$ cat src/rtl/pixel_pack_wr_pkg.sv
// Shared definitions for the pixel packing write engine: parameter defaults and FSM encoding.
package pixel_pack_wr_pkg;

  localparam int unsigned BitWidthDflt   = 8;
  localparam int unsigned NumChannelDflt = 3;
  localparam int unsigned AddrWidthDflt  = 32;
  localparam int unsigned DataWidthDflt  = 32;

  // Pending-byte count width; holds up to one pixel plus a partial word (0..6 transiently).
  localparam int unsigned CntWidth = 3;

  typedef enum logic [1:0] {
    StIdle,
    StRun,
    StFlush,
    StDone
  } pack_state_e;

endpackage

$ cat src/rtl/pixel_pack_wr_byte_repack_buf.sv
// Byte buffer that appends a pixel's bytes above the pending ones and drains whole words.
module byte_repack_buf #(
  parameter int unsigned PixW = 24,
  parameter int unsigned WordW = 32,
  parameter int unsigned BufW = 48,
  parameter int unsigned CntW = 3
) (
  input  logic             clk_i,
  input  logic             rst_ni,
  input  logic             clr_i,
  input  logic             push_i,
  input  logic [PixW-1:0]  pix_i,
  input  logic             pop_i,
  input  logic             flush_i,
  output logic [CntW-1:0]  cnt_o,
  output logic [WordW-1:0] word_o
);

  localparam logic [CntW-1:0] PixBytes  = CntW'(PixW / 8);
  localparam logic [CntW-1:0] WordBytes = CntW'(WordW / 8);

  logic [BufW-1:0] data_q, data_d, app;
  logic [CntW-1:0] cnt_q, cnt_d, cnt_app;

  // Bytes at or above the count are always zero, so a flush word needs no masking.
  always_comb begin
    app     = data_q;
    cnt_app = cnt_q;
    if (push_i) begin
      app     = data_q | (BufW'(pix_i) << {cnt_q, 3'b000});
      cnt_app = cnt_q + PixBytes;
    end
  end

  always_comb begin
    data_d = app;
    cnt_d  = cnt_app;
    if (clr_i || flush_i) begin
      data_d = '0;
      cnt_d  = '0;
    end else if (pop_i) begin
      data_d = app >> WordW;
      cnt_d  = cnt_app - WordBytes;
    end
  end

  always_ff @(posedge clk_i or negedge rst_ni) begin
    if (!rst_ni) begin
      data_q <= '0;
      cnt_q  <= '0;
    end else begin
      data_q <= data_d;
      cnt_q  <= cnt_d;
    end
  end

  assign cnt_o  = cnt_app;
  assign word_o = app[WordW-1:0];

endmodule

$ cat src/rtl/pixel_pack_wr.sv
// Packs a stream of multi-channel pixels into little-endian memory words with registered writes.
module pixel_pack_wr
  import pixel_pack_wr_pkg::*;
#(
  parameter int unsigned BIT_WIDTH   = BitWidthDflt,
  parameter int unsigned NUM_CHANNEL = NumChannelDflt,
  parameter int unsigned ADDR_WIDTH  = AddrWidthDflt,
  parameter int unsigned DATA_WIDTH  = DataWidthDflt
) (
  input  logic                             clk,
  input  logic                             rst,
  input  logic                             i_start,
  input  logic [ADDR_WIDTH-1:0]            i_base_addr,
  input  logic [BIT_WIDTH*NUM_CHANNEL-1:0] i_dat,
  input  logic                             i_val,
  output logic                             o_rdy,
  input  logic                             i_end,
  output logic [ADDR_WIDTH-1:0]            o_addr,
  output logic                             o_wren,
  output logic [DATA_WIDTH-1:0]            o_wdat,
  output logic                             o_busy,
  output logic                             o_done,
  output logic [31:0]                      o_wcnt
);

  localparam int unsigned PixW = BIT_WIDTH * NUM_CHANNEL;
  localparam logic [CntWidth-1:0] WordBytes = CntWidth'(DATA_WIDTH / 8);

  pack_state_e state_q, state_d;
  logic [ADDR_WIDTH-1:0] ptr_q, ptr_d, addr_q, addr_d;
  logic [DATA_WIDTH-1:0] wdat_q, wdat_d;
  logic                  wren_q, wren_d;
  logic [31:0]           wcnt_q, wcnt_d;

  logic                  clr, push, pop, flush;
  logic [CntWidth-1:0]   cnt_app;
  logic [DATA_WIDTH-1:0] word;

  byte_repack_buf #(
    .PixW (PixW),
    .WordW(DATA_WIDTH),
    .BufW (2 * PixW),
    .CntW (CntWidth)
  ) u_buf (
    .clk_i  (clk),
    .rst_ni (rst),
    .clr_i  (clr),
    .push_i (push),
    .pix_i  (i_dat),
    .pop_i  (pop),
    .flush_i(flush),
    .cnt_o  (cnt_app),
    .word_o (word)
  );

  always_comb begin
    state_d = state_q;
    ptr_d   = ptr_q;
    wcnt_d  = wcnt_q;
    addr_d  = addr_q;
    wdat_d  = wdat_q;
    wren_d  = 1'b0;
    clr     = 1'b0;
    push    = 1'b0;
    pop     = 1'b0;
    flush   = 1'b0;
    unique case (state_q)
      StIdle: begin
        if (i_start) begin
          state_d = StRun;
          ptr_d   = i_base_addr;
          wcnt_d  = '0;
          clr     = 1'b1;
        end
      end
      StRun: begin
        push = i_val;
        pop  = (cnt_app >= WordBytes);
        if (i_end) begin
          if (pop) begin
            state_d = (cnt_app > WordBytes) ? StFlush : StDone;
          end else if (cnt_app != '0) begin
            // Nothing else is written this edge, so the tail goes out immediately.
            flush   = 1'b1;
            state_d = StFlush;
          end else begin
            state_d = StDone;
          end
        end
      end
      StFlush: begin
        if (cnt_app != '0) begin
          flush = 1'b1;
        end else begin
          state_d = StDone;
        end
      end
      StDone: begin
        state_d = StIdle;
      end
    endcase

    if (pop || flush) begin
      wren_d = 1'b1;
      addr_d = ptr_q;
      wdat_d = word;
      ptr_d  = ptr_q + ADDR_WIDTH'(1);
      wcnt_d = wcnt_q + 32'd1;
    end
  end

  always_ff @(posedge clk or negedge rst) begin
    if (!rst) begin
      state_q <= StIdle;
      ptr_q   <= '0;
      addr_q  <= '0;
      wdat_q  <= '0;
      wren_q  <= 1'b0;
      wcnt_q  <= '0;
    end else begin
      state_q <= state_d;
      ptr_q   <= ptr_d;
      addr_q  <= addr_d;
      wdat_q  <= wdat_d;
      wren_q  <= wren_d;
      wcnt_q  <= wcnt_d;
    end
  end

  assign o_rdy  = (state_q == StRun);
  assign o_busy = (state_q != StIdle);
  assign o_done = (state_q == StDone);
  assign o_addr = addr_q;
  assign o_wdat = wdat_q;
  assign o_wren = wren_q;
  assign o_wcnt = wcnt_q;

endmodule

$ cat config.mk
export PLATFORM = sky130hd
export DESIGN_NAME = pixel_pack_wr
export DESIGN_NICKNAME = d
export VERILOG_FILES = /design/src/rtl/pixel_pack_wr_pkg.sv /design/src/rtl/pixel_pack_wr_byte_repack_buf.sv /design/src/rtl/pixel_pack_wr.sv
export SDC_FILE = /design/constraint.sdc
export NUM_CORES = 1
export LEC_CHECK = 0
export ABC_AREA = 1
export CORE_ASPECT_RATIO = 1.1
export CORE_MARGIN = 4
export CORE_UTILIZATION = 40
export DETAILED_ROUTE_END_ITERATION = 8
export PLACE_DENSITY_LB_ADDON = 0.12
export SLEW_MARGIN = 40
export SYNTH_ARGS = -nofsm -noshare
export SYNTH_HDL_FRONTEND = slang
export SYNTH_HIERARCHICAL = 1
export SYNTH_SLANG_ARGS = --single-unit
export TNS_END_PERCENT = 20
$ cat constraint.sdc
create_clock -name clk -period 3.4 [get_ports clk]
set_input_delay 0.34 -clock clk [delete_from_list [all_inputs] [get_ports clk]]
set_output_delay 0.34 -clock clk [all_outputs]
set_load 0.005 [all_outputs]
# [Word-level counts from Yosys, hierarchy flattened]
# Index checks and enable logic that the tools add are counted.
[word_totals] romBits=0 ramBits=0 latchBits=0 word_cells=59 output_inout_bits=100 mem_count=0 register_bits=182 in_bits=61
[classes] n_bitwise=1 n_shift=1 order_cmp=2 addsub=4 reduce_logical=9 div_mod_pow=0 n_eq_ne=6 n_mux=28 n_mul=0
[ops] op="$mux 32" n=6
[ops] op="$mux 48" n=3
[ops] op="$add 32x1->32 const B" n=2
[ops] op="$or 48x48->48" n=1
[ops] op="$shl 24x6->48" n=1
[ops] op="$mux 1" n=11
[ops] op="$mux 3" n=3
[ops] op="$pmux 2 s4" n=1
[ops] op="$mux 2" n=3
[ops] op="$reduce_bool 2->1" n=3
[ops] op="$eq 2x2->1 const B" n=2
[ops] op="$ne 2x2->1 const B" n=2
[ops] op="$add 3x2->3 const B" n=1
[ops] op="$ge 3x3->1 const B" n=1
[ops] op="$gt 3x3->1 const B" n=1
[ops] op="$reduce_and 3->1" n=1
[ops] op="$reduce_bool 3->1" n=1
[ops] op="$sub 3x3->3 const B" n=1
[ops] op="$eq 2x1->1 const B" n=1
[ops] op="$logic_not 2->1" n=1
[ops] op="$logic_or 1x1->1" n=2
[ops] op="$ne 2x1->1 const B" n=1
[ops] op="$pmux 1 s2" n=1
[ops] op="$reduce_and 2->1" n=1

# [Depth between registers and ports, before layout]
# Gate-level depths: netlist (run 1).
[depth] ltp_word=11 mapped_depth=20 depth_no_buf=16

# [By module]
# The synthesis (run 1) kept the hierarchy.
[modules_own_cells] module="pixel_pack_wr" seq_area_each_um2=3278.1 n_inst=1 cells_each=1020 area_per_inst_um2=7203.2
[modules_own_cells] module="byte_repack_buf" seq_area_each_um2=1276.2 n_inst=1 cells_each=444 area_per_inst_um2=3151.8

# [Least setup slack after synthesis (run 1)]
# No wires, ideal clock.
[synth_path] path_kind="register to register" from="register state_q[1]" to="register u_buf.data_q[10]" required_time_ns=3.335 t_arrival_ns=2.757 path_slack_ns=0.578 n_path_buf=4 synth_period_minus_slack_ns=2.822 setup_time_ns=0.065 stages_incl_launch_ff=21 path_cell_list="dfrtp_1 inv_1 ha_1 nand2_1 inv_1 buf_4 inv_2 buf_2 nand2_1 o21ai_0 nor2_1 a21oi_1 nand2_2 clkbuf_1 inv_1 nor2_1 inv_2 nor2_2 buf_2 nand2_1 nand2_1"
[synth_between] elab_chain_cells=10 word_cells_on_any_way=17 classes_between="order compare: 1; eq/ne: 2; mux: 11; reduce/logical: 3"
[synth_rtl] element="start: declaration" line_no="pixel_pack_wr.sv:29" source="pack_state_e state_q, state_d;"
[synth_rtl] element="start signal: assignment" line_no="pixel_pack_wr.sv:114" source="state_q <= StIdle;"
[synth_rtl] element="start signal: assignment" line_no="pixel_pack_wr.sv:121" source="state_q <= state_d;"
[synth_rtl] element="$eq 2x1->1 (*)"
[synth_rtl] element="net o_rdy" line_no="pixel_pack_wr.sv:16" source="output logic o_rdy,"
[synth_rtl] element="$mux 1 (*)" line_no="pixel_pack_wr.sv:67" source="unique case (state_q)"
[synth_rtl] element="net push" line_no="pixel_pack_wr.sv:35" source="logic clr, push, pop, flush;"
[synth_rtl] element="$mux 3 (*)" line_no="pixel_pack_wr_byte_repack_buf.sv:29" source="if (push_i) begin"
[synth_rtl] element="net cnt_app[1]" line_no="pixel_pack_wr.sv:36" source="logic [CntWidth-1:0] cnt_app;"
[synth_rtl] element="parallel branches: the longest is 4 deep, another holds $ge 3x3->1"
[synth_rtl] element="$pmux 1 s2 (*)" line_no="pixel_pack_wr.sv:67"
[synth_rtl] element="net flush" line_no="pixel_pack_wr.sv:35"
[synth_rtl] element="$logic_or 1x1->1 (*)" line_no="pixel_pack_wr_byte_repack_buf.sv:38" source="if (clr_i || flush_i) begin"
[synth_rtl] element="$mux 48 (*)" line_no="pixel_pack_wr_byte_repack_buf.sv:38"
[synth_rtl] element="net u_buf.data_d[10]" line_no="pixel_pack_wr_byte_repack_buf.sv:22" source="logic [BufW-1:0] data_q, data_d, app;"
[synth_rtl] element="end signal: assignment" line_no="pixel_pack_wr_byte_repack_buf.sv:52" source="data_q <= data_d;"
[synth_rtl] element="end: declaration" line_no="pixel_pack_wr_byte_repack_buf.sv:22"
# Mark *: on every way through the listed nets, which the timed path passes.
# A chain may end at the register's enable or synchronous reset.

# [Worst setup path in the final report (run 1)]
[layout_path] from="register state_q[1]" to="register ptr_q[3]"
[layout_between] elab_chain_cells=11 word_cells_on_any_way=17 classes_between="order compare: 1; eq/ne: 2; mux: 8; reduce/logical: 6"
[layout_rtl] element="$eq 2x1->1 (*)" line_no="pixel_pack_wr.sv:67"
[layout_rtl] element="$mux 1 (*)" line_no="pixel_pack_wr.sv:67"
[layout_rtl] element="net push" line_no="pixel_pack_wr.sv:35"
[layout_rtl] element="$mux 3 (*)" line_no="pixel_pack_wr_byte_repack_buf.sv:29"
[layout_rtl] element="net cnt_app[2]" line_no="pixel_pack_wr.sv:36"
[layout_rtl] element="parallel branches: the longest is 5 deep, another holds $ge 3x3->1"
[layout_rtl] element="$logic_or 1x1->1 (*)" line_no="pixel_pack_wr.sv:103" source="if (pop || flush) begin"
[layout_rtl] element="$reduce_bool 2->1 (no source line)"
[layout_rtl] element="$reduce_and 2->1 (no source line)"
[layout_rtl] element="end signal: assignment" line_no="pixel_pack_wr.sv:122" source="ptr_q <= ptr_d;"
[layout_rtl] element="end: declaration" line_no="pixel_pack_wr.sv:30" source="logic [ADDR_WIDTH-1:0] ptr_q, ptr_d, addr_q, addr_d;"
# Marks and branches as above.

==> results of run 1 <==
## how the worst max path moves through the flow
stage	to	slack [ns]	depth (start not counted)
2_1_floorplan	u_buf/data_q[10]	0.58	20
3_3_place_gp	o_wcnt[9]	0.49	12
3_5_place_dp	ptr_q[5]	0.40	14
4_1_cts	ptr_q[3]	0.41	15
5_1_grt	ptr_q[5]	0.12	15
6_report	ptr_q[3]	0.44	15
## power groups by stage
stage	combinational [W]	sequential (W)	clock, W
finish	0.00443	0.00341	0.00188
global route	0.00503	0.00351	0.00203
CTS	0.00449	0.00341	0.00192
detailed placement	0.00447	0.00344	0
global placement	0.00437	0.00345	0
floorplan	0.00300	0.00332	0
## cells in the mapped netlist, types with 5 or more instances
| cell | number | share of area |
|---|---|---|
| sky130_fd_sc_hd__inv_1 | 111 | 0.040 |
| sky130_fd_sc_hd__o21bai_1 | 13 | 0.0094 |
| sky130_fd_sc_hd__a21oi_1 | 50 | 0.024 |
| sky130_fd_sc_hd__buf_6 | 11 | 0.012 |
| sky130_fd_sc_hd__clkbuf_1 | 18 | 0.0065 |
| sky130_fd_sc_hd__dfrtp_1 | 182 | 0.44 |
| sky130_fd_sc_hd__xor2_1 | 12 | 0.010 |
| sky130_fd_sc_hd__or2_2 | 8 | 0.0048 |
| sky130_fd_sc_hd__o21ai_0 | 18 | 0.0087 |
| sky130_fd_sc_hd__nand4_1 | 52 | 0.031 |
| sky130_fd_sc_hd__nor2_1 | 109 | 0.040 |
| sky130_fd_sc_hd__nor2_2 | 9 | 0.0054 |
| sky130_fd_sc_hd__nand2_1 | 643 | 0.23 |
| sky130_fd_sc_hd__o21ai_1 | 26 | 0.013 |
| sky130_fd_sc_hd__ha_1 | 8 | 0.0097 |
| sky130_fd_sc_hd__inv_2 | 5 | 0.0018 |
| sky130_fd_sc_hd__buf_4 | 6 | 0.0043 |
| sky130_fd_sc_hd__buf_2 | 28 | 0.014 |
| sky130_fd_sc_hd__o21bai_2 | 10 | 0.011 |
| sky130_fd_sc_hd__nand3_1 | 119 | 0.058 |
## layer usage
metal / up-vias / global-route usage / part of all wire
li1: 4892 / - / -
met1: 4493 / 0.294 / 0.47
met2: 245 / 0.343 / 0.47
met3: 27 / 0.0349 / 0.053
met4: 0 / 0.0547 / 0.014
met5: - / 0 / 0
## tightest hold or removal path, delay by kind of cell, from the launching register on
kind          cells  cell delay [ns]
flops             1             0.35
simple gates      2             0.09
## state kept, by name (all words and copies together) (netlist names)
signal and count:
o_addr 32, o_wcnt 32, o_wdat 32, o_wren 1
ptr_q 32, state_q 2, u_buf/cnt_q 3, u_buf/data_q 48
## final cells by class
cell class	instances	area, sq um	share of cell area
clock inverter	11	93.8	0.00738
sequential	182	4550	0.358
clock buffer	20	447	0.0351
inverter	119	462	0.0363
multi-input combinational	1099	4940	0.389
timing repair buffer	178	1790	0.140
tap	346	433	0.0340
## stage by stage
step | utilization | hold WS (ns) | setup WS, ns
floorplan | - | 0.0444 | 0.578
global placement | 0.478 | 0.455 | 0.486
detailed placement | 0.479 | 0.381 | 0.398
CTS | 0.501 | 0.480 | 0.411
global route | 0.501 | 0.498 | 0.119
finish | 0.501 | 0.471 | 0.437
## kinds of logic after synthesis
kind of cell	count (synthesis)	share of synthesized area
adders and majority gates	8	0.00967
xor gates and xnor gates	15	0.0134
and+or+nand+nor	955	0.385
DFF	182	0.440
buffers and inverters	183	0.0829
AOI/OAI and AO/OA	121	0.0688
## what timing repair did
| action | CTS | global route |
|---|---|---|
| resized for setup | 0 | 0 |
| endpoints found under the hold margin | 111 | 0 |
| hold buffers | 1 | 0 |
==> PnR_summary.wiki, run 1 <==
{| class="wikitable"
! Metric !! Value
|-
| Critical path arrival || roughly 3.3 ns
|-
| Comb pwr share || 0.456
|-
| Filler cells || approximately 2500
|-
| Area of the die || between 20000 and 30000 sq um
|-
| Crit. End Element || register
|-
| # nets final || roughly 1700
|-
| Net count after synthesis || about 1500
|-
| Type of the tightest min-delay check || register to register
|-
| Synthesized area || about 10000 sq um
|-
| Clock transition at the registers of the reported paths || around 0.070 ns
|-
| Commonest non-fill, non-tap cell in the layout || sky130_fd_sc_hd__nand2_1
|-
| Instance count along the most critical hold path || 2
|-
| Initial antenna violation count || 0
|-
| Result of the run || finished clean
|-
| Synthesized area divided by synthesized cell count || ~7.1 sq um
|-
| Synth Register Bits || between 150 and 200
|-
| Number of buffers on the longest clock path || 2
|-
| Ordered list of cells on the worst path || inv_1 -> ha_1 -> nand2_1 -> inv_1 -> inv_2 -> nor2_2 -> xor2_2 -> inv_2 -> a21oi_1 -> nand2_2 -> nand2_4 -> buf_4 -> nor2_2 -> nand2_1 -> nand3_1
|-
| Number of flops mapped to enable cells by yosys || 0
|-
| Crit-path max FO || 52
|-
| Period Utilization, post-route || 0.871
|-
| Leakage Power || between 6 and 7 nW
|-
| Total CTS buffers || 17
|-
| Min-Delay Startpoint || o_wdat[23]
|-
| CP required || roughly 3.7 ns
|-
| Maximum clock skew at final layout || approximately 0.015 ns
|-
| Final count of pins violating max slew || 0
|-
| Routed WL || just under 30 mm
|-
| Area growth syn-to-layout || 22.8%
|-
| Power per cell area || around 760 nW/um^2
|-
| Root buffer cell || sky130_fd_sc_hd__clkbuf_16
|-
| Final Cell Area || 12700 sq um
|-
| Worst hold path endpoint || o_wdat[23]
|-
| Setup total negative slack || 0 ns
|-
| Number of cells produced by synthesis || around 1500
|-
| H-tree depth || 4
|-
| Maximum frequency from static timing analysis || 338 MHz
|-
| Reg2reg setup slack || approximately 0.44 ns
|-
| Destination of the worst register-to-register timing path || ptr_q[3]
|-
| Count of port buffers added during placement || 160
|-
| Effective utilization at floorplan || 0.407
|-
| Placed inst area || around 12000 sq um
|-
| Mean routed wirelength per cell || about 15 um
|-
| Switching portion of total power || 0.431
|-
| Number of placed I/O pins || between 150 and 200
|-
| Detailed Place HPWL || 21.1 mm
|-
| Final Non-Filler Cells || 1955
|-
| Commonest cells after routing, fill and taps aside || 642 x sky130_fd_sc_hd__nand2_1, 182 x sky130_fd_sc_hd__dfrtp_1, 159 x sky130_fd_sc_hd__clkdlybuf4s50_1
|-
| Fraction of layout cells with a size suffix above 1 || 0.0584
|-
| Finish-stage setup viols || 0
|-
| Latest clock arrival within the worst-skew pair || about 0.43 ns
|-
| Dominant delay contributor by cell family on the critical path || buffers and inverters
|-
| Largest voltage drop on the vdd net || 0.658 mV
|-
| DRC errors left || 0
|-
| Number of violations of the max-capacitance limit || 0
|-
| Warnings, synthesis || 6
|-
| Floorplan die width || between 150 and 200 um
|-
| Internal power component || around 0.0055 W
|-
| Slowest library cell on the worst path || sky130_fd_sc_hd__buf_4
|-
| Total iterations of the first detailed-routing run || 5
|-
| Final weighted congestion in routability-driven placement || 0.877
|-
| Worst setup path startpoint || state_q[1]
|-
| Overall die height || about 180 um
|-
| Overall Power || just under 0.01 W
|-
| Relative contribution of the clock network to total power || 0.194
|-
| Longest individual stage delay on the worst path || 0.49 ns
|-
| Global-route wire length before repair || ~48 mm
|-
| Unrepaired setup endpoints after global routing || no
|-
| Core region area || 25400 sq um
|-
| Number of vias per cell after detailed routing || between 4 and 5
|-
| Startpoint-to-endpoint class of the critical path || register to register
|-
| Flip-flop cell with the highest count after synthesis || sky130_fd_sc_hd__dfrtp_1
|-
| Share of power burned in registers || 0.351
|-
| Number of cells in the design after placement || ~1900
|-
| Total Routing Usage GR || 0.211
|-
| Clock sink total || 182
|-
| Violation count after the first detailed-routing iteration || 618
|-
| Transition time at the pin with the least slew margin || 0.773 ns
|-
| Fin. Hold Viols || 0
|-
| Via count || about 9700
|-
| R2r worst-path depth || 15
|-
| Startpoint types || register
|-
| Residual antenna-violating net count after detailed routing || 0
|-
| CTS tree || yes
|-
| Post-CTS setup buffer count || 0
|-
| Num rows || slightly above 60
|-
| CP bufs+invs || 5
|-
| Number of global-route vias before repair || 9157
|-
| Post-synthesis cell type count || 36
|-
| Post-layout minimum cycle time || 2.96 ns
|-
| Max_slew headroom || 0.484
|-
| Switching power || ~0.0042 W
|-
| Async set or reset register ratio after synthesis || 1.00
|-
| Antenna diode count || 0
|-
| Total global routing overflow || 0
|-
| FF-to-FF Start || state_q[1]
|-
| Largest net degree at the start of global routing || roughly 110
|-
| Sequential area share after synthesis || 0.440
|}
Power figures use the tool's default switching activity.
==> inputs of run 2 (changes only) <==
--- a/config.mk
+++ b/config.mk
@@ -6,7 +6,7 @@
 export NUM_CORES = 1
 export LEC_CHECK = 0
 export ABC_AREA = 1
-export CORE_ASPECT_RATIO = 1.1
+export CAP_MARGIN = 20
 export CORE_MARGIN = 4
 export CORE_UTILIZATION = 40
 export DETAILED_ROUTE_END_ITERATION = 8
==> run 2 against run 1 <==
Cell count fell by 0.61%. Sequential cell count did not move. Combinational power barely moved. Register-to-register slack got worse by 0.03 ns. Core utilization rose by 0.32 points. Total power rose by 0.61%. Global-route usage fell by 0.15 points. Largest cell class unchanged. Largest power group unchanged. Highest routed layer unchanged.
==> PnR_summary.wiki, run 2 (same netlist as run 1, synthesis figures left out) <==
{| class="wikitable"
! Metric !! Value
|-
| Type of the tightest min-delay check || input pin to async pin
|-
| Fraction of layout cells with a size suffix above 1 || 0.0620
|-
| Startpoint types || register
|-
| Switching portion of total power || 0.432
|-
| Overall Power || just under 0.01 W
|-
| Leakage Power || about 6.2 nW
|-
| Number of buffers on the longest clock path || 2
|-
| Overall die height || 169 um
|-
| Core region area || approximately 25000 sq um
|-
| Met2 usage || 0.319
|-
| Via count || approximately 9600
|-
| Unrepaired setup endpoints after global routing || no
|-
| Switching power || roughly 0.0042 W
|-
| Max_slew headroom || 0.455
|-
| Register containing the most flip-flops in the final layout || u_buf/data_q
|-
| Routed WL || 29.4 mm
|-
| Power per cell area || ~770 nW/um^2
|-
| Finish-stage setup viols || 0
|-
| Final weighted congestion in routability-driven placement || 0.882
|-
| Commonest non-fill, non-tap cell in the layout || sky130_fd_sc_hd__nand2_1
|-
| Detailed Place HPWL || about 21 mm
|-
| Relative contribution of the clock network to total power || 0.196
|-
| Transition time at the pin with the least slew margin || 0.817 ns
|-
| FF/Latch Area || roughly 4600 sq um
|-
| Internal power component || about 0.0056 W
|-
| Maximum clock skew at final layout || roughly 0.016 ns
|-
| Mean routed wirelength per cell || 15.1 um
|-
| Crit-path max FO || 16
|-
| Reg2reg setup slack || just over 0.4 ns
|-
| Startpoint-to-endpoint class of the critical path || register to register
|-
| Total iterations of the first detailed-routing run || 5
|-
| CTS tree || yes
|-
| Global routing met1 resource utilization || 0.316
|-
| Number of violations of the max-capacitance limit || 0
|-
| Worst setup path startpoint || state_q[1]
|-
| Comb pwr share || 0.456
|-
| Count of port buffers added during placement || 160
|-
| Filler cells || about 2500
|-
| Effective utilization at floorplan || 0.409
|-
| # nets final || 1669
|-
| Result of the run || finished clean
|-
| Critical path arrival || approximately 3.4 ns
|-
| Met3 routing resource usage after global routing || 0.0325
|-
| DRC errors left || 0
|-
| Residual antenna-violating net count after detailed routing || 0
|-
| Number of flip-flops under the largest register name || 48
|-
| Num rows || 58
|-
| Area of combinational cells with multiple inputs || 4940 sq um
|-
| Clock transition at the registers of the reported paths || 0.08 ns
|-
| Setup total negative slack || 0 ns
|-
| FF-to-FF Start || state_q[1]
|-
| Busiest grt layer || met2
|-
| Commonest cells after routing, fill and taps aside || 642 x sky130_fd_sc_hd__nand2_1, 182 x sky130_fd_sc_hd__dfrtp_1, 159 x sky130_fd_sc_hd__clkdlybuf4s50_1
|-
| Share of power burned in registers || 0.348
|-
| Largest voltage drop on the vdd net || roughly 0.44 mV
|-
| R2r worst-path depth || 15
|-
| Area of the die || between 20000 and 30000 sq um
|-
| Clock sink total || between 150 and 200
|-
| Violation count after the first detailed-routing iteration || approximately 670
|-
| Post-layout minimum cycle time || around 3 ns
|-
| Floorplan die width || 169 um
|-
| Period Utilization, post-route || 0.880
|-
| Fin. Hold Viols || 0
|-
| Total global routing overflow || 0
|-
| Destination of the worst register-to-register timing path || u_buf/data_q[12]
|-
| Maximum frequency from static timing analysis || roughly 330 MHz
|-
| Endpoint of the worst setup timing path || u_buf/data_q[12]
|-
| Post-CTS setup buffer count || 0
|-
| Antenna diode count || 0
|-
| Latest clock arrival within the worst-skew pair || 0.43 ns
|-
| Total Routing Usage GR || 0.209
|-
| Number of global-route vias before repair || ~9100
|-
| Number of vias per cell after detailed routing || 4.96
|-
| Number of placed I/O pins || about 160
|-
| Root buffer cell || sky130_fd_sc_hd__clkbuf_16
|-
| H-tree depth || 4
|-
| CP required || approximately 3.8 ns
|-
| Final count of pins violating max slew || 0
|-
| Global-route wire length before repair || between 40 and 50 mm
|-
| Area growth syn-to-layout || 23.2%
|-
| Initial antenna violation count || 0
|-
| Largest net degree at the start of global routing || 97
|-
| Crit. End Element || register
|-
| Total CTS buffers || 17
|}
## run 2: metrics by stage
| stage | setup slack, ns | instance area (sq um) | utilization | hold WS (ns) | std cells |
|---|---|---|---|---|---|
| CTS | 0.342 | 12700 | 0.501 | 0.0303 | 1940 |
| floorplan | 0.578 | 10400 | - | 0.0444 | 1464 |
| detailed placement | 0.318 | 12100 | 0.479 | 0.461 | 1908 |
| finish | 0.408 | 12800 | 0.504 | 0.341 | 1943 |
| global placement | 0.395 | 12100 | 0.479 | 0.458 | 1908 |
| global route | 0.0911 | 12800 | 0.504 | 0.344 | 1943 |
## run 2: critical path, cell delays in order (launching register included)
cell and delay, ns:
sky130_fd_sc_hd__dfrtp_1 0.43, sky130_fd_sc_hd__inv_1 0.12, sky130_fd_sc_hd__ha_1 0.25, sky130_fd_sc_hd__nand2_1 0.07
sky130_fd_sc_hd__inv_1 0.09, sky130_fd_sc_hd__inv_2 0.11, sky130_fd_sc_hd__nor2_2 0.15, sky130_fd_sc_hd__xor2_2 0.27
sky130_fd_sc_hd__o21bai_1 0.13, sky130_fd_sc_hd__nand2_2 0.13, sky130_fd_sc_hd__inv_1 0.05, sky130_fd_sc_hd__nor2_1 0.16
sky130_fd_sc_hd__inv_2 0.09, sky130_fd_sc_hd__nor2_2 0.63, sky130_fd_sc_hd__nand2_1 0.16, sky130_fd_sc_hd__nand2_1 0.09
## run 2: worst min path at each step
stage | from | endpoint | cells past startpoint
detailed placement | o_wdat[26] | o_wdat[26] | 2
floorplan | rst | o_addr[0] | 0
finish | rst | o_wdat[22] | 2
CTS | rst | o_wdat[22] | 1
global route | rst | o_wdat[12] | 2
global placement | o_wdat[2] | o_wdat[2] | 2
## run 2: layer usage
layer,up-vias,routed length (um),part of all wire
met1,4457,14500,0.49
met3,26,1460,0.050
met4,0,282,0.0096
met2,249,13200,0.45
li1,4896,-,-
met5,-,0,0
## run 2: layout make-up
type,count,share of cell area
Clock buffer,17,0.0333
Timing Repair Buffer,181,0.143
Tap cell,330,0.0324
Multi-Input combinational cell,1099,0.388
Sequential cell,182,0.357
Inverter,119,0.0364
Clock inverter,15,0.0107
## run 2: repair_timing
item | in CTS | in global routing
setup endpoints to repair | 0 | 42
resized for setup | 0 | 1
endpoints found under the hold margin | 0 | 24
hold buffers | 0 | 1
## run 2: power by group through the flow
stage	registers (W)	logic (W)	clock network [W]
2_1_floorplan	0.00332	0.00300	0
3_3_place_gp	0.00343	0.00443	0
3_5_place_dp	0.00344	0.00447	0
4_1_cts	0.00341	0.00449	0.00197
5_1_grt	0.00350	0.00506	0.00207
6_report	0.00340	0.00446	0.00191
==> inputs of run 3 (changes only) <==
--- a/config.mk
+++ b/config.mk
@@ -10,10 +10,8 @@
 export CORE_MARGIN = 4
 export CORE_UTILIZATION = 40
 export DETAILED_ROUTE_END_ITERATION = 8
-export PLACE_DENSITY_LB_ADDON = 0.12
 export SLEW_MARGIN = 40
 export SYNTH_ARGS = -nofsm -noshare
 export SYNTH_HDL_FRONTEND = slang
-export SYNTH_HIERARCHICAL = 1
 export SYNTH_SLANG_ARGS = --single-unit
 export TNS_END_PERCENT = 20
==> run 3 against run 2 <==
Non-clock buffer count fell by 4. Die area shrank 4.0%. Critical path depth fell by 2. Synthesized cell count decreased by 9.3%. Total power rose by 20%. Area after synthesis down 4.2%. Combinational power is 28% higher. Critical endpoint is now u_buf.data_q[3]. Largest cell class unchanged.
==> PnR_summary.wiki, run 3 <==
{| class="wikitable"
! Metric !! Value
|-
| Effective utilization at floorplan || 0.407
|-
| Placed inst area || roughly 12000 sq um
|-
| Post-layout minimum cycle time || a little under 3 ns
|-
| Number of placed I/O pins || roughly 160
|-
| Largest voltage drop on the vdd net || between 0.4 and 0.5 mV
|-
| Number of vias per cell after detailed routing || 5.17
|-
| Maximum clock skew at final layout || roughly 0.011 ns
|-
| CP required || roughly 3.8 ns
|-
| Number of cells produced by synthesis || roughly 1300
|-
| Clock sink total || 182
|-
| Longest individual stage delay on the worst path || between 0.6 and 0.7 ns
|-
| Finish-stage setup viols || 0
|-
| Reg2reg setup slack || ~0.46 ns
|-
| Final count of pins violating max slew || 0
|-
| Relative contribution of the clock network to total power || 0.184
|-
| Busiest grt layer || met2
|-
| Destination of the worst register-to-register timing path || u_buf.data_q[3]
|-
| Latest clock arrival within the worst-skew pair || between 0.4 and 0.5 ns
|-
| Routed WL || slightly below 30 mm
|-
| Synthesized area || ~9900 sq um
|-
| Antenna diode count || 0
|-
| Post-synthesis cell type count || 34
|-
| Most frequently used cell type in the post-synthesis netlist || sky130_fd_sc_hd__nand2_1
|-
| Number of cells in the design after placement || approximately 1800
|-
| Maximum frequency from static timing analysis || between 300 and 400 MHz
|-
| Initial antenna violation count || 0
|-
| Final Cell Area || around 12000 sq um
|-
| Max_slew headroom || 0.475
|-
| Number of flip-flops under the largest register name || 48
|-
| Slowest library cell on the worst path || sky130_fd_sc_hd__buf_4
|-
| Share of power burned in registers || 0.332
|-
| Period Utilization, post-route || 0.865
|-
| Startpoint-to-endpoint class of the critical path || register to register
|-
| Commonest cells after routing, fill and taps aside || 359 x sky130_fd_sc_hd__nand2_1, 182 x sky130_fd_sc_hd__dfrtp_1, 168 x sky130_fd_sc_hd__nand3_1
|-
| Met2 usage || 0.352
|-
| Dominant delay contributor by cell family on the critical path || simple AND/OR/NAND/NOR gates
|-
| Overall die height || 165 um
|-
| Flip-flop cell with the highest count after synthesis || sky130_fd_sc_hd__dfrtp_1
|-
| Crit. End Element || register
|-
| Total CTS buffers || 17
|-
| Register containing the most flip-flops in the final layout || u_buf.data_q
|-
| Async set or reset register ratio after synthesis || 1.00
|-
| Type of the tightest min-delay check || input pin to async pin
|-
| Total iterations of the first detailed-routing run || 5
|-
| Residual antenna-violating net count after detailed routing || 0
|-
| Largest cells by area after synthesis || sky130_fd_sc_hd__dfrtp_1 46%, sky130_fd_sc_hd__nand2_1 14%, sky130_fd_sc_hd__nand3_1 8.5%, sky130_fd_sc_hd__nor2_1 5.7%, sky130_fd_sc_hd__inv_1 4.0%
|-
| Area of the die || around 27000 sq um
|-
| Total Routing Usage GR || 0.216
|-
| Number of resized instances in the post-cts repair step || 0
|-
| Sequential area share after synthesis || 0.459
|-
| FF-to-FF Start || state_q[1]
|-
| Net count after synthesis || between 1000 and 1500
|-
| R2r worst-path depth || 13
|-
| Synthesized area divided by synthesized cell count || about 7.5 sq um
|-
| Filler cells || 2417
|-
| Number of buffers on the longest clock path || 2
|-
| # nets final || about 1500
|-
| Synth Register Bits || about 180
|-
| Leakage Power || about 5.6 nW
|-
| Dominant cell type by area after synthesis || sky130_fd_sc_hd__dfrtp_1
|-
| Top cells by instance count after synthesis || 359 x sky130_fd_sc_hd__nand2_1, 182 x sky130_fd_sc_hd__dfrtp_1, 168 x sky130_fd_sc_hd__nand3_1, 151 x sky130_fd_sc_hd__nor2_1, 105 x sky130_fd_sc_hd__inv_1
|-
| Total global routing overflow || 0
|-
| Final Non-Filler Cells || about 1800
|-
| Warnings, synthesis || 0
|-
| Switching power || 0.00504 W
|-
| Comb pwr share || 0.484
|-
| Met3 routing resource usage after global routing || 0.0439
|-
| Area growth syn-to-layout || 24.6%
|-
| Via count || ~9000
|-
| Violation count after the first detailed-routing iteration || 994
|-
| Fraction of layout cells with a size suffix above 1 || 0.0585
|-
| Crit-path max FO || 73
|-
| Minimum hold slack || 0.464 ns
|-
| Floorplan die width || 165 um
|-
| Final weighted congestion in routability-driven placement || just over 0.9
|-
| Critical path arrival || around 3.3 ns
|-
| Ordered list of cells on the worst path || inv_1 -> ha_1 -> nand2_4 -> clkinv_4 -> nand2_2 -> nand2_2 -> nand2_1 -> nand2_1 -> nand2_1 -> nand2_2 -> buf_4 -> nand2_4 -> nor2_1
|-
| Unrepaired setup endpoints after global routing || no
|-
| Startpoint types || register
|-
| Root buffer cell || sky130_fd_sc_hd__clkbuf_16
|-
| Largest net degree at the start of global routing || 81
|-
| H-tree depth || 4
|-
| Count of port buffers added during placement || between 150 and 200
|-
| CP bufs+invs || 3
|-
| Top-area cell type share of the netlist area || 0.459
|-
| Num rows || 57
|-
| Result of the run || finished clean
|-
| Number of global-route vias before repair || 8901
|-
| Number of violations of the max-capacitance limit || 0
|-
| Fin. Hold Viols || 0
|-
| Detailed Place HPWL || approximately 21 mm
|-
| Power per cell area || between 900 and 1000 nW/um^2
|-
| Transition time at the pin with the least slew margin || a little under 0.8 ns
|-
| Internal power component || around 0.0067 W
|-
| Mean routed wirelength per cell || 16.3 um
|-
| Global routing met1 resource utilization || 0.294
|-
| Switching portion of total power || 0.429
|-
| Commonest non-fill, non-tap cell in the layout || sky130_fd_sc_hd__nand2_1
|-
| Global-route wire length before repair || between 40 and 50 mm
|-
| DRC errors left || 0
|-
| Number of flops mapped to enable cells by yosys || 0
|-
| Core region area || about 24000 sq um
|-
| Setup total negative slack || 0 ns
|-
| Clock transition at the registers of the reported paths || 0.07 ns
|-
| CTS tree || yes
|}
==> run 3: changes by cell type after synthesis, moves of 8 or more <==
cell | previous run | this run
sky130_fd_sc_hd__nand2_1 | 643 | 359
sky130_fd_sc_hd__nand3_1 | 119 | 168
sky130_fd_sc_hd__nor2_1 | 109 | 151
sky130_fd_sc_hd__nand4_1 | 52 | 25
sky130_fd_sc_hd__o21ai_0 | 18 | 45
sky130_fd_sc_hd__nor3_1 | 1 | 22
sky130_fd_sc_hd__o22ai_1 | 0 | 16
sky130_fd_sc_hd__a21oi_2 | 1 | 13
sky130_fd_sc_hd__o21bai_2 | 10 | 0
sky130_fd_sc_hd__a31oi_1 | 0 | 8
sky130_fd_sc_hd__nor2_2 | 9 | 1
sky130_fd_sc_hd__xor2_1 | 12 | 20
==> run 3: how the worst max path moves through the flow <==
stage | start | slack [ns] | to | cells past startpoint
5_1_grt | state_q[1] | 0.19 | u_buf.data_q[10] | 13
3_5_place_dp | state_q[1] | 0.46 | u_buf.data_q[10] | 13
6_report | state_q[1] | 0.46 | u_buf.data_q[3] | 13
4_1_cts | state_q[1] | 0.45 | u_buf.data_q[10] | 13
3_3_place_gp | i_val | 0.52 | u_buf.data_q[3] | 12
2_1_floorplan | u_buf.cnt_q[1] | 1.23 | ptr_q[4] | 17
==> run 3: layer usage <==
layer  share of wire  wire length [um]
met1            0.44             12900
met2            0.49             14200
met3           0.055              1620
met4           0.017               495
met5               0                 0
==> run 3: final cells by class <==
| cell class | count | area, sq um | area share |
|---|---|---|---|
| sequential | 182 | 4550 | 0.368 |
| clock inverter | 13 | 195 | 0.0158 |
| timing repair buffer | 177 | 1780 | 0.144 |
| inverter | 110 | 418 | 0.0338 |
| multi-input combinational | 968 | 4570 | 0.370 |
| clock buffer | 19 | 433 | 0.0350 |
| tap | 324 | 405 | 0.0328 |
==> run 3: kinds of logic (layout without fill, tap and decap cells) <==
logic type               count (synthesis)  after routing  share of synthesized area
AND/OR/NAND/NOR                        752            752                      0.325
flip-flops                             182            182                      0.459
adder cells (fa/ha/maj)                  8              8                     0.0101
buffers and inverters                  178            319                     0.0800
XOR/XNOR                                23             23                     0.0203
AO/OA/AOI/OAI                          185            185                      0.106
==> run 3: stage by stage <==
| step | util | power, W | setup slack [ns] |
|---|---|---|---|
| 2_1_floorplan | - | 0.00745 | 1.23 |
| 6_report | 0.507 | 0.0118 | 0.458 |
| 4_1_cts | 0.507 | 0.0119 | 0.449 |
| 3_5_place_dp | 0.481 | 0.00967 | 0.456 |
| 5_1_grt | 0.507 | 0.0127 | 0.189 |
| 3_3_place_gp | 0.481 | 0.00960 | 0.521 |
==> run 3: power groups by stage <==
stage / combinational [W] / clock [W] / sequential [W]
after global placement: 0.00567 / 0 / 0.00393
final: 0.00569 / 0.00216 / 0.00390
after floorplan: 0.00371 / 0 / 0.00375
after detailed placement: 0.00574 / 0 / 0.00393
after CTS: 0.00577 / 0.00221 / 0.00390
after global routing: 0.00639 / 0.00230 / 0.00402
==> run 3: timing repair <==
| item | CTS | global route |
|---|---|---|
| endpoints found under the hold margin | 65 | 0 |
| hold buffers | 1 | 0 |
| setup buffers | 0 | 0 |
